[config.mk]
export PLATFORM = sky130hd
export DESIGN_NAME = mem_access_unit
export DESIGN_NICKNAME = d
export VERILOG_FILES = /design/src/rtl/mem_access_unit.sv
export SDC_FILE = /design/constraint.sdc
export NUM_CORES = 1
export LEC_CHECK = 0
export ABC_AREA = 1
export BUFFER_PORTS_ARGS = -buffer_cell sky130_fd_sc_hd__buf_2
export CAP_MARGIN = 10
export CORE_AREA = 4 4 101 199
export DETAILED_ROUTE_END_ITERATION = 10
export DIE_AREA = 0 0 105 203
export HOLD_SLACK_MARGIN = 0.06
export PLACE_DENSITY = 0.7
export SLEW_MARGIN = 25
export SYNTH_ARGS = -nofsm -noshare
export SYNTH_HDL_FRONTEND = slang
export SYNTH_SLANG_ARGS = --single-unit
[constraint.sdc]
create_clock -name clk -period 6.31 [get_ports clk]
set_input_delay 1.262 -clock clk [delete_from_list [all_inputs] [get_ports clk]]
set_output_delay 1.262 -clock clk [all_outputs]
set_load 0.02 [all_outputs]
[src/rtl/mem_access_unit.sv]
// Load/store initiator for a word-addressed memory: accepts one request at a time, RMW for sub-word stores.
// Latency: load/word store 2 cycles, sub-word store 3 cycles, fault 1 cycle; req_ready high only when idle.
module mem_access_unit #(
    parameter int MEM_WORDS = 51
) (
    input  logic        clk,
    input  logic        reset,
    input  logic        req_valid,
    output logic        req_ready,
    input  logic        req_write,
    input  logic [1:0]  req_size,
    input  logic        req_signed,
    input  logic [31:0] req_addr,
    input  logic [31:0] req_wdata,
    output logic        resp_valid,
    output logic [31:0] resp_rdata,
    output logic        resp_fault,
    output logic        mem_we,
    output logic [31:0] mem_address,
    output logic [31:0] mem_write_data,
    input  logic [31:0] mem_read_data
);

    typedef enum logic [1:0] {IDLE, ACCESS, MERGE, RESP} state_t;

    localparam logic [29:0] WORDS_W = 30'(MEM_WORDS);

    state_t      state, state_next;
    logic        wr_q, sgn_q, fault_q;
    logic [1:0]  size_q;
    logic [31:0] addr_q, wdata_q, rdata_q, merge_q;

    logic        req_fault;
    logic [4:0]  shift;
    logic [31:0] lane_shifted, load_ext, lane_mask, merged;
    logic [15:0] half;

    always_comb begin
        req_fault = 1'b0;
        if (req_size == 2'b11)                          req_fault = 1'b1;
        if (req_size == 2'b01 && req_addr[0])           req_fault = 1'b1;
        if (req_size == 2'b10 && req_addr[1:0] != 2'b00) req_fault = 1'b1;
        if (req_addr[31:2] >= WORDS_W)                  req_fault = 1'b1;
    end

    // Lane extraction and merge both work off the latched address and the live read data.
    always_comb begin
        shift        = {addr_q[1:0], 3'b000};
        lane_shifted = mem_read_data >> shift;
        half         = addr_q[1] ? mem_read_data[31:16] : mem_read_data[15:0];
        case (size_q)
            2'b00:   load_ext = sgn_q ? {{24{lane_shifted[7]}}, lane_shifted[7:0]}
                                      : {24'b0, lane_shifted[7:0]};
            2'b01:   load_ext = sgn_q ? {{16{half[15]}}, half} : {16'b0, half};
            default: load_ext = mem_read_data;
        endcase
        lane_mask = (size_q == 2'b00) ? 32'h0000_00FF : 32'h0000_FFFF;
        merged    = (mem_read_data & ~(lane_mask << shift)) | ((wdata_q & lane_mask) << shift);
    end

    always_comb begin
        state_next = state;
        case (state)
            IDLE:    if (req_valid) state_next = req_fault ? RESP : ACCESS;
            ACCESS:  state_next = (wr_q && size_q != 2'b10) ? MERGE : RESP;
            MERGE:   state_next = RESP;
            RESP:    state_next = IDLE;
            default: state_next = IDLE;
        endcase
    end

    always_ff @(posedge clk or posedge reset) begin
        if (reset) begin
            state   <= IDLE;
            wr_q    <= 1'b0;
            sgn_q   <= 1'b0;
            fault_q <= 1'b0;
            size_q  <= 2'b00;
            addr_q  <= 32'b0;
            wdata_q <= 32'b0;
            rdata_q <= 32'b0;
            merge_q <= 32'b0;
        end else begin
            state <= state_next;
            if (state == IDLE && req_valid) begin
                wr_q    <= req_write;
                size_q  <= req_size;
                sgn_q   <= req_signed;
                addr_q  <= req_addr;
                wdata_q <= req_wdata;
                fault_q <= req_fault;
                rdata_q <= 32'b0;
            end
            if (state == ACCESS) begin
                if (!wr_q) rdata_q <= load_ext;
                merge_q <= merged;
            end
        end
    end

    // All memory-side outputs decode from registered state only.
    always_comb begin
        req_ready      = (state == IDLE);
        resp_valid     = (state == RESP);
        resp_rdata     = (state == RESP) ? rdata_q : 32'b0;
        resp_fault     = (state == RESP) ? fault_q : 1'b0;
        mem_we         = 1'b0;
        mem_address    = 32'b0;
        mem_write_data = 32'b0;
        if (state == ACCESS) begin
            mem_address = {addr_q[31:2], 2'b00};
            if (wr_q && size_q == 2'b10) begin
                mem_we         = 1'b1;
                mem_write_data = wdata_q;
            end
        end else if (state == MERGE) begin
            mem_address    = {addr_q[31:2], 2'b00};
            mem_we         = 1'b1;
            mem_write_data = merge_q;
        end
    end

endmodule

# Word level (Yosys, flattened, before mapping)
# Index checks and enable logic that the tools add are counted.
# totals
output_inout_bits	100
elab_cells	61
regBits	135
input_bits	103
# op_classes
magnitude_cmp	1
n_shift	3
muxes	26
bitwise	4
reduce_logical	8
eq_ne	10
# ops
cell	n
32-bit 2-to-1 mux	11
32-bit case mux with 2 select lines	1
32-bit by 16-bit bitwise AND with 32-bit output	1
32-bit bitwise AND	1
16-bit 2-to-1 mux	2
32-bit NOT	1
32-bit bitwise OR	1
16-bit by 5-bit left shift with 32-bit output	1
32-bit by 5-bit left shift with 32-bit output	1
32-bit by 5-bit >> shifter with 8-bit output	1
30-bit by 6-bit >= comparator with 1-bit output, second input constant	1
2-bit equality test, second input constant	5
1-bit 2-to-1 mux	9
2-bit case mux with 4 select lines	1
2-bit by 1-bit equality test with 1-bit output, second input constant	3
1-bit logical AND	5
2-bit logical NOT	2
2-bit 2-to-1 mux	2
2-bit inequality test, second input constant	2
2-bit nonzero test	1

# Logic depth before layout (Yosys ltp)
# Gate-level depths: netlist of the first run.
# logic_depth
ltp_word	8
ltp_mapped	10
mapped_depth_nobuf	9

# Worst setup path before layout of the first run
# Ideal clock, no wire load.
# synth_timing
path_kind	register to output
from	register state[1]
to	output port mem_write_data[0]
path_buffers	2
path_stages_with_launch	8
setup_slack_ns	3.499
arrival_time_ns	1.549
path_cell_list	dfrtp_1 -> inv_1 -> ha_1 -> inv_2 -> buf_2 -> buf_2 -> nand2_1 -> o22ai_1
# synth_via
elab_chain_cells	3
elab_cells_between_ends	4
# synth_lines
item	line	rtl
start: declaration	28	state_t state, state_next;
start signal: assignment	84	state <= state_next;
2-bit equality test	116	end else if (state == MERGE) begin
32-bit 2-to-1 mux	116	
32-bit 2-to-1 mux (*)	110	if (state == ACCESS) begin
end: declaration	20	output logic [31:0] mem_write_data,
# Mark *: on every way between the ends. The rest lies on a longest branch, timed or not.

# Final worst setup path of the first run
# layout_timing
from	register state[1]
to	output port mem_write_data[21]
# Same word-level chain as after synthesis.

==> flow_summary_export.csv, run 1 <==
group,metric,value,unit
logic_synthesis,async_flop_share,1.000,
clock_tree,cts_made_buffers,17,
sta,fin_worst_skew,11.50,ps
logic_synthesis,synth-main-ff-cell,"dfrtp_1",
logic_synthesis,synthCells,1002,
global_routing,grt_pass1_wl,37.06,mm
clock_tree,cts.sinks,135,
clock_tree,cts.path.max_buffers,2,
route,wl_per_cell,16.93,um
logic_synthesis,syn-cell-area,7300,sq um
power,p_leak,0.005235,uW
clock_tree,cts_resized,0,
floorplanning,core_region_area,18660,sq um
worst_setup_path,endpoint_kind,"primary output",
sta,setup_viol,0,
clock_tree,cts_tree,"yes",
layout,nFillCells,1913,
clock_tree,h-tree-depth,4,
sta,min_period,4325,ps
route,drt_first_pass_iters,5,
worst_setup_path,critPathKind,"flop to primary output",
hold_path,hold_path.class,"flop to flop",
power,seqPwrFrac,0.303,
place,gp_congestion,0.8946,
floorplanning,io_pins,203,
power,p_int,2549,uW
logic_synthesis,synth_cell_types,33,
status,status,"complete, no violations",
logic_synthesis,yosysWarnings,0,
place,io_buffers,200,
worst_setup_path,critical_path_required,5050,ps
global_routing,grt_max_degree,74,
route,wl,23.66,mm
floorplanning,dieWidth,105,um
logic_synthesis,synth_top_area_cell,"dfrtp_1",
logic_synthesis,synth_top_area_frac,0.4628,
layout,design_area,8904,sq um
worst_setup_path,arrival,3060,ps
layout,area_growth,21.97,%
place,dp_hpwl,18.04,mm
route,drt_iter0_drc,336,
worst_setup_path,r2r_setup_slack,2680,ps
worst_setup_path,crit_fanout,22,
power,power_density,545.0,nW/um^2
clock_tree,cts_setup_buffers,0,
power,max-vdd-ir-drop,0.2830,mV
clock_tree,cts-root-buf,"clkbuf_16",
logic_synthesis,synth_edf_count,0,
clock_tree,clk_pin_slew,70,ps
layout,fin_nets,1272,
power,combPwrFrac,0.500,
floorplanning,rows,71,
hold_path,hold_path_depth,2,
power,switching_share,0.4746,
global_routing,antenna_found_initial,1,
global_routing,grt_pass1_vias,7103,
worst_setup_path,worstReg2RegEnd,"rdata_q[30]",
place,placed_area,8333,sq um
worst_setup_path,worstSetupStartpointType,"flop",
clock_tree,cts-hold-fix-buffers,0,
route,postRouteAntennaNets,0,
sta,slew_viol_final,0,
power,switchingPower,2303,uW
hold_path,hold_end,"merge_q[14]",
clock_tree,insertion_delay,430,ps
sta,rsz0062_at_grt,"false",
layout,fin_util,0.4773,
sta,whs,474.4,ps
sta,max_freq,231.2,MHz
hold_path,min_from,"merge_q[14]",
sta,worstMarginPinSlew,998.2,ps
logic_synthesis,ys_seq_elements,135,
layout,drive_gt1_frac,0.2216,
route,route.detailed.drc,0,
worst_setup_path,reg2regPathDepth,10,
logic_synthesis,synth_seq_area_share,0.4628,
power,clock_power_share,0.197,
sta,period_share,0.6854,
floorplanning,dieArea,21320,sq um
logic_synthesis,synthTopCellsByArea,"dfrtp_1 46%, nand2_1 16%, inv_1 6.9%",
sta,hold_violations,0,
route,via_per_inst,5.092,
global_routing,track_usage,0.2242,
worst_setup_path,crit-reg2reg-launch,"state[1]",
run,max_cap_violations,0,
route,num_vias,7118,
global_routing,globalRouteOverflowTotal,0,
logic_synthesis,syn-mean-instance-area,7.285,sq um
sta,tns,0,ps
floorplanning,die_h,203,um
floorplanning,initial_core_util,0.3913,
sta,slew_headroom,0.3346,
-- sequential cells by signal, indices dropped and copies added (netlist names) --
| register | cells |
|---|---|
| rdata_q | 32 |
| fault_q | 1 |
| wdata_q | 32 |
| addr_q | 32 |
| size_q | 2 |
| sgn_q | 1 |
| state | 2 |
| merge_q | 32 |
| wr_q | 1 |
-- through the flow --
stage | setup WS (ps) | total power [uW] | std cells
after floorplan | 1437 | 3222 | 1003
after global placement | 2644 | 3859 | 1365
after detailed placement | 2479 | 3911 | 1365
after CTS | 2013 | 4885 | 1397
after global routing | 1728 | 5248 | 1398
final | 1985 | 4852 | 1398
-- layout make-up --
type                       count  area, sq um  area share
clock buffer                  19        442.9     0.04975
inverter                     140        530.5     0.05958
clock inverter                13        125.1     0.01405
sequential                   135         3378      0.3794
timing repair buffer         206         1046      0.1175
antenna                        1        2.502   0.0002811
multi-input combinational    665         3104      0.3487
tap                          219        274.0     0.03078
-- synthesized netlist by cell type (3+ instances only) --
master and instances:
buf_4 5, o22ai_1 31, nand3_1 66, o221ai_1 8, o21ai_0 43, dfrtp_1 135, nand4_1 3, inv_2 6
a21oi_1 67, nor2_1 92, clkbuf_1 26, buf_6 5, buf_2 16, o211ai_1 23, buf_1 11, ha_1 4
nand2_1 308, inv_1 134
-- worst max-delay path, stage by stage (launching register included) --
cell and delay, ps:
dfrtp_1 430, inv_1 100, ha_1 480, buf_4 310, nand4_1 510, buf_4 430, o22ai_1 160, buf_2 220
-- power by group through the flow --
stage / Sequential, uW / Combinational [uW] / Clock (uW)
floorplan: 1400 / 1820 / 0
global placement: 1470 / 2380 / 0
detailed placement: 1480 / 2430 / 0
CTS: 1470 / 2440 / 978
global route: 1520 / 2710 / 1020
finish: 1470 / 2430 / 956
-- how the worst max path moves through the flow --
stage | start | endpoint | slack (ps) | cells after the start
after floorplan | reset | addr_q[0] | 1440 | 1
after global placement | state[1] | mem_write_data[4] | 2640 | 7
after detailed placement | state[1] | mem_write_data[21] | 2480 | 7
after CTS | state[1] | mem_write_data[21] | 2010 | 7
after global routing | state[1] | mem_write_data[13] | 1730 | 7
final | state[1] | mem_write_data[21] | 1990 | 7
-- metal layers --
metal,vias to the layer above,part of all wire,GRT usage
met3,84,0.056,0.03818
met1,3243,0.35,0.2286
li1,3500,-,-
met2,291,0.52,0.4019
met5,-,0,0
met4,0,0.075,0.1699
-- kinds of logic after synthesis --
group / Yosys count / share of synthesized area
multiplexers: 2 / 0.003085
AND/OR/NAND/NOR: 478 / 0.2664
other: 1 / 0.0005137
buffers and inverters: 203 / 0.1148
AO/OA/AOI/OAI: 179 / 0.1455
flip-flops: 135 / 0.4628
adder cells (fa/ha/maj): 4 / 0.006857
-- layout by cell type, fill, tap and decap left out, types with 2 or more instances in the layout --
| cell | n |
|---|---|
| nand2_1 | 307 |
| nand2_2 | 2 |
| nand4_1 | 3 |
| o21ai_0 | 43 |
| a21oi_1 | 67 |
| o221ai_1 | 8 |
| dfrtp_1 | 135 |
| clkbuf_16 | 17 |
| inv_2 | 6 |
| clkinv_4 | 4 |
| clkinvlp_4 | 5 |
| inv_1 | 132 |
| ha_1 | 3 |
| o22ai_1 | 31 |
| nor2_1 | 91 |
| nand2_4 | 2 |
| buf_2 | 200 |
| inv_6 | 3 |
| conb_1 | 2 |
| buf_4 | 6 |
| a21oi_4 | 2 |
| mux2_2 | 2 |
| nand3_1 | 66 |
| nand3_2 | 2 |
| o211ai_1 | 23 |
No activity file was read; power rests on OpenSTA's default activity.
==> run 2: changes to the inputs <==
==> constraint.sdc (replaced) <==
create_clock -name clk -period 4.15 [get_ports clk]
set_input_delay 0.83 -clock clk [delete_from_list [all_inputs] [get_ports clk]]
set_output_delay 0.83 -clock clk [all_outputs]
set_load 0.02 [all_outputs]
==> run 2 against run 1 <==
Cell area increased by 1.5%. Worst hold slack worse by 39 ps. Sequential share of layout area shrank 0.56 points. Utilization up 0.72 points. Via count shrank 0.11%. Clock-buffer cell count down 1. Register-to-register slack lost 1200 ps. Die area stayed put. Non-clock buffer count increased by 5. Clock power grew 75%. Global-route usage increased by 0.36 points. Routed wire length rose by 1.2%. Critical endpoint is now mem_write_data[27]. Largest cell class unchanged.
==> flow_summary_export.csv, run 2 (synthesized netlist as in run 1, its figures left out) <==
group,metric,value,unit
clock_tree,cts.path.max_buffers,2,
route,num_vias,7110,
global_routing,use_met1,0.2317,
sta,worstMarginPinSlew,853.8,ps
global_routing,antenna_found_initial,3,
route,postRouteAntennaNets,0,
clock_tree,cts_tree,"yes",
clock_tree,h-tree-depth,4,
worst_setup_path,critPathKind,"flop to primary output",
clock_tree,cts_setup_buffers,0,
floorplanning,rows,71,
power,total_power,7615,uW
power,max-vdd-ir-drop,0.4739,mV
clock_tree,cts_resized,0,
sta,fin_worst_skew,10.80,ps
global_routing,met3_usage,0.04009,
route,drt_iter0_drc,538,
floorplanning,initial_core_util,0.3913,
floorplanning,die_h,203,um
layout,final_cell_mix,"307 x nand2_1, 200 x buf_2, 135 x dfrtp_1",
worst_setup_path,crit_chain,"inv_1, ha_1, buf_4, inv_2, nand2_1, o22ai_1, buf_2",
hold_path,hold_path.class,"primary input to async pin",
global_routing,grt_max_degree,116,
global_routing,grt_use_met2,0.4138,
route,wl,23.95,mm
route,via_per_inst,5.057,
sta,period_share,0.8301,
worst_setup_path,crit_fanout,40,
clock_tree,cts-root-buf,"clkbuf_16",
worst_setup_path,arrival,2610,ps
route,drt_first_pass_iters,5,
worst_setup_path,worstSetupStartpointType,"flop",
worst_setup_path,crit_path_top_delay_cell,"inv_2",
clock_tree,clk_pin_slew,60,ps
sta,fin_ws,705.1,ps
clock_tree,cts.sinks,135,
floorplanning,dieArea,21320,sq um
clock_tree,insertion_delay,430,ps
place,pre_cts_slack,1167,ps
route,wl_per_cell,17.03,um
run,max_cap_violations,0,
clock_tree,cts-hold-fix-buffers,0,
global_routing,globalRouteOverflowTotal,0,
worst_setup_path,critical_path_required,3320,ps
worst_setup_path,endpoint_kind,"primary output",
floorplanning,core_region_area,18660,sq um
layout,nFillCells,1954,
clock_tree,cts_made_buffers,17,
sta,whs,435.3,ps
status,status,"complete, no violations",
floorplanning,io_pins,203,
sta,max_freq,290.3,MHz
worst_setup_path,cpPeakStageDelay,590,ps
place,io_buffers,200,
layout,area_growth,23.81,%
sta,rsz0062_at_grt,"false",
sta,min_period,3445,ps
sta,slew_headroom,0.4287,
sta,tns,0,ps
power,power_density,842.6,nW/um^2
global_routing,grt_pass1_vias,7043,
layout,fin_nets,1277,
power,p_leak,0.005314,uW
route,route.detailed.drc,0,
sta,setup_viol,0,
place,dp_hpwl,18.12,mm
floorplanning,dieWidth,105,um
layout,layout_commonest_cell,"nand2_1",
place,gp_congestion,0.8932,
sta,hold_violations,0,
global_routing,track_usage,0.2278,
layout,drive_gt1_frac,0.2249,
global_routing,grt_pass1_wl,37.50,mm
sta,slew_viol_final,0,
global_routing,grt_busiest_layer,"met2",
-- run 2: report_power, final --
group          switching, uW  total (uW)  internal (uW)
Sequential               298        2220           1920
Combinational           2590        3730           1130
Clock                    601        1670           1070
Total                   3490        7610           4120
-- run 2: final timing paths --
path	from	end	slack, ps	depth (start not counted)
setup / recovery	state[1]	mem_write_data[27]	710	7
hold / removal	reset	merge_q[6]	440	2
setup reg to reg	state[1]	rdata_q[13]	1450	10
hold reg to reg	merge_q[21]	merge_q[21]	480	2
max in group asynchronous	reset	wdata_q[12]	2740	3
min in group clk	merge_q[21]	merge_q[21]	480	2
-- run 2: metal layers --
layer / wire, um / up-vias / part of all wire
met2: 12650 / 253 / 0.53
met4: 1583 / 0 / 0.066
met5: 0 / - / 0
met3: 1163 / 88 / 0.049
li1: - / 3508 / -
met1: 8550 / 3261 / 0.36
-- run 2: final cells by class --
cell class | instances | area (sq um) | area share
Clock inverter | 14 | 224.0 | 0.02478
Timing Repair Buffer | 211 | 1096 | 0.1213
Clock buffer | 18 | 429.2 | 0.04749
Antenna cell | 4 | 10.01 | 0.001108
Tap cell | 219 | 274.0 | 0.03032
Sequential cell | 135 | 3378 | 0.3738
Inverter | 140 | 529.3 | 0.05856
Multi-Input combinational cell | 665 | 3097 | 0.3427
-- run 2: critical path: cells and delay by family (launching register included) --
kind / cells / cell delay [ps]
compound gates: 1 / 240
fa+ha+maj: 1 / 200
buf+inv: 4 / 1130
simple gates: 1 / 190
flops: 1 / 400
-- run 2: through the flow --
stage	cells	utilization	cell area, sq um
final	1406	0.4844	9037
after global routing	1405	0.4843	9035
after CTS	1402	0.4839	9027
after detailed placement	1370	0.4489	8374
after global placement	1370	0.4489	8374
after floorplan	1003	-	7307
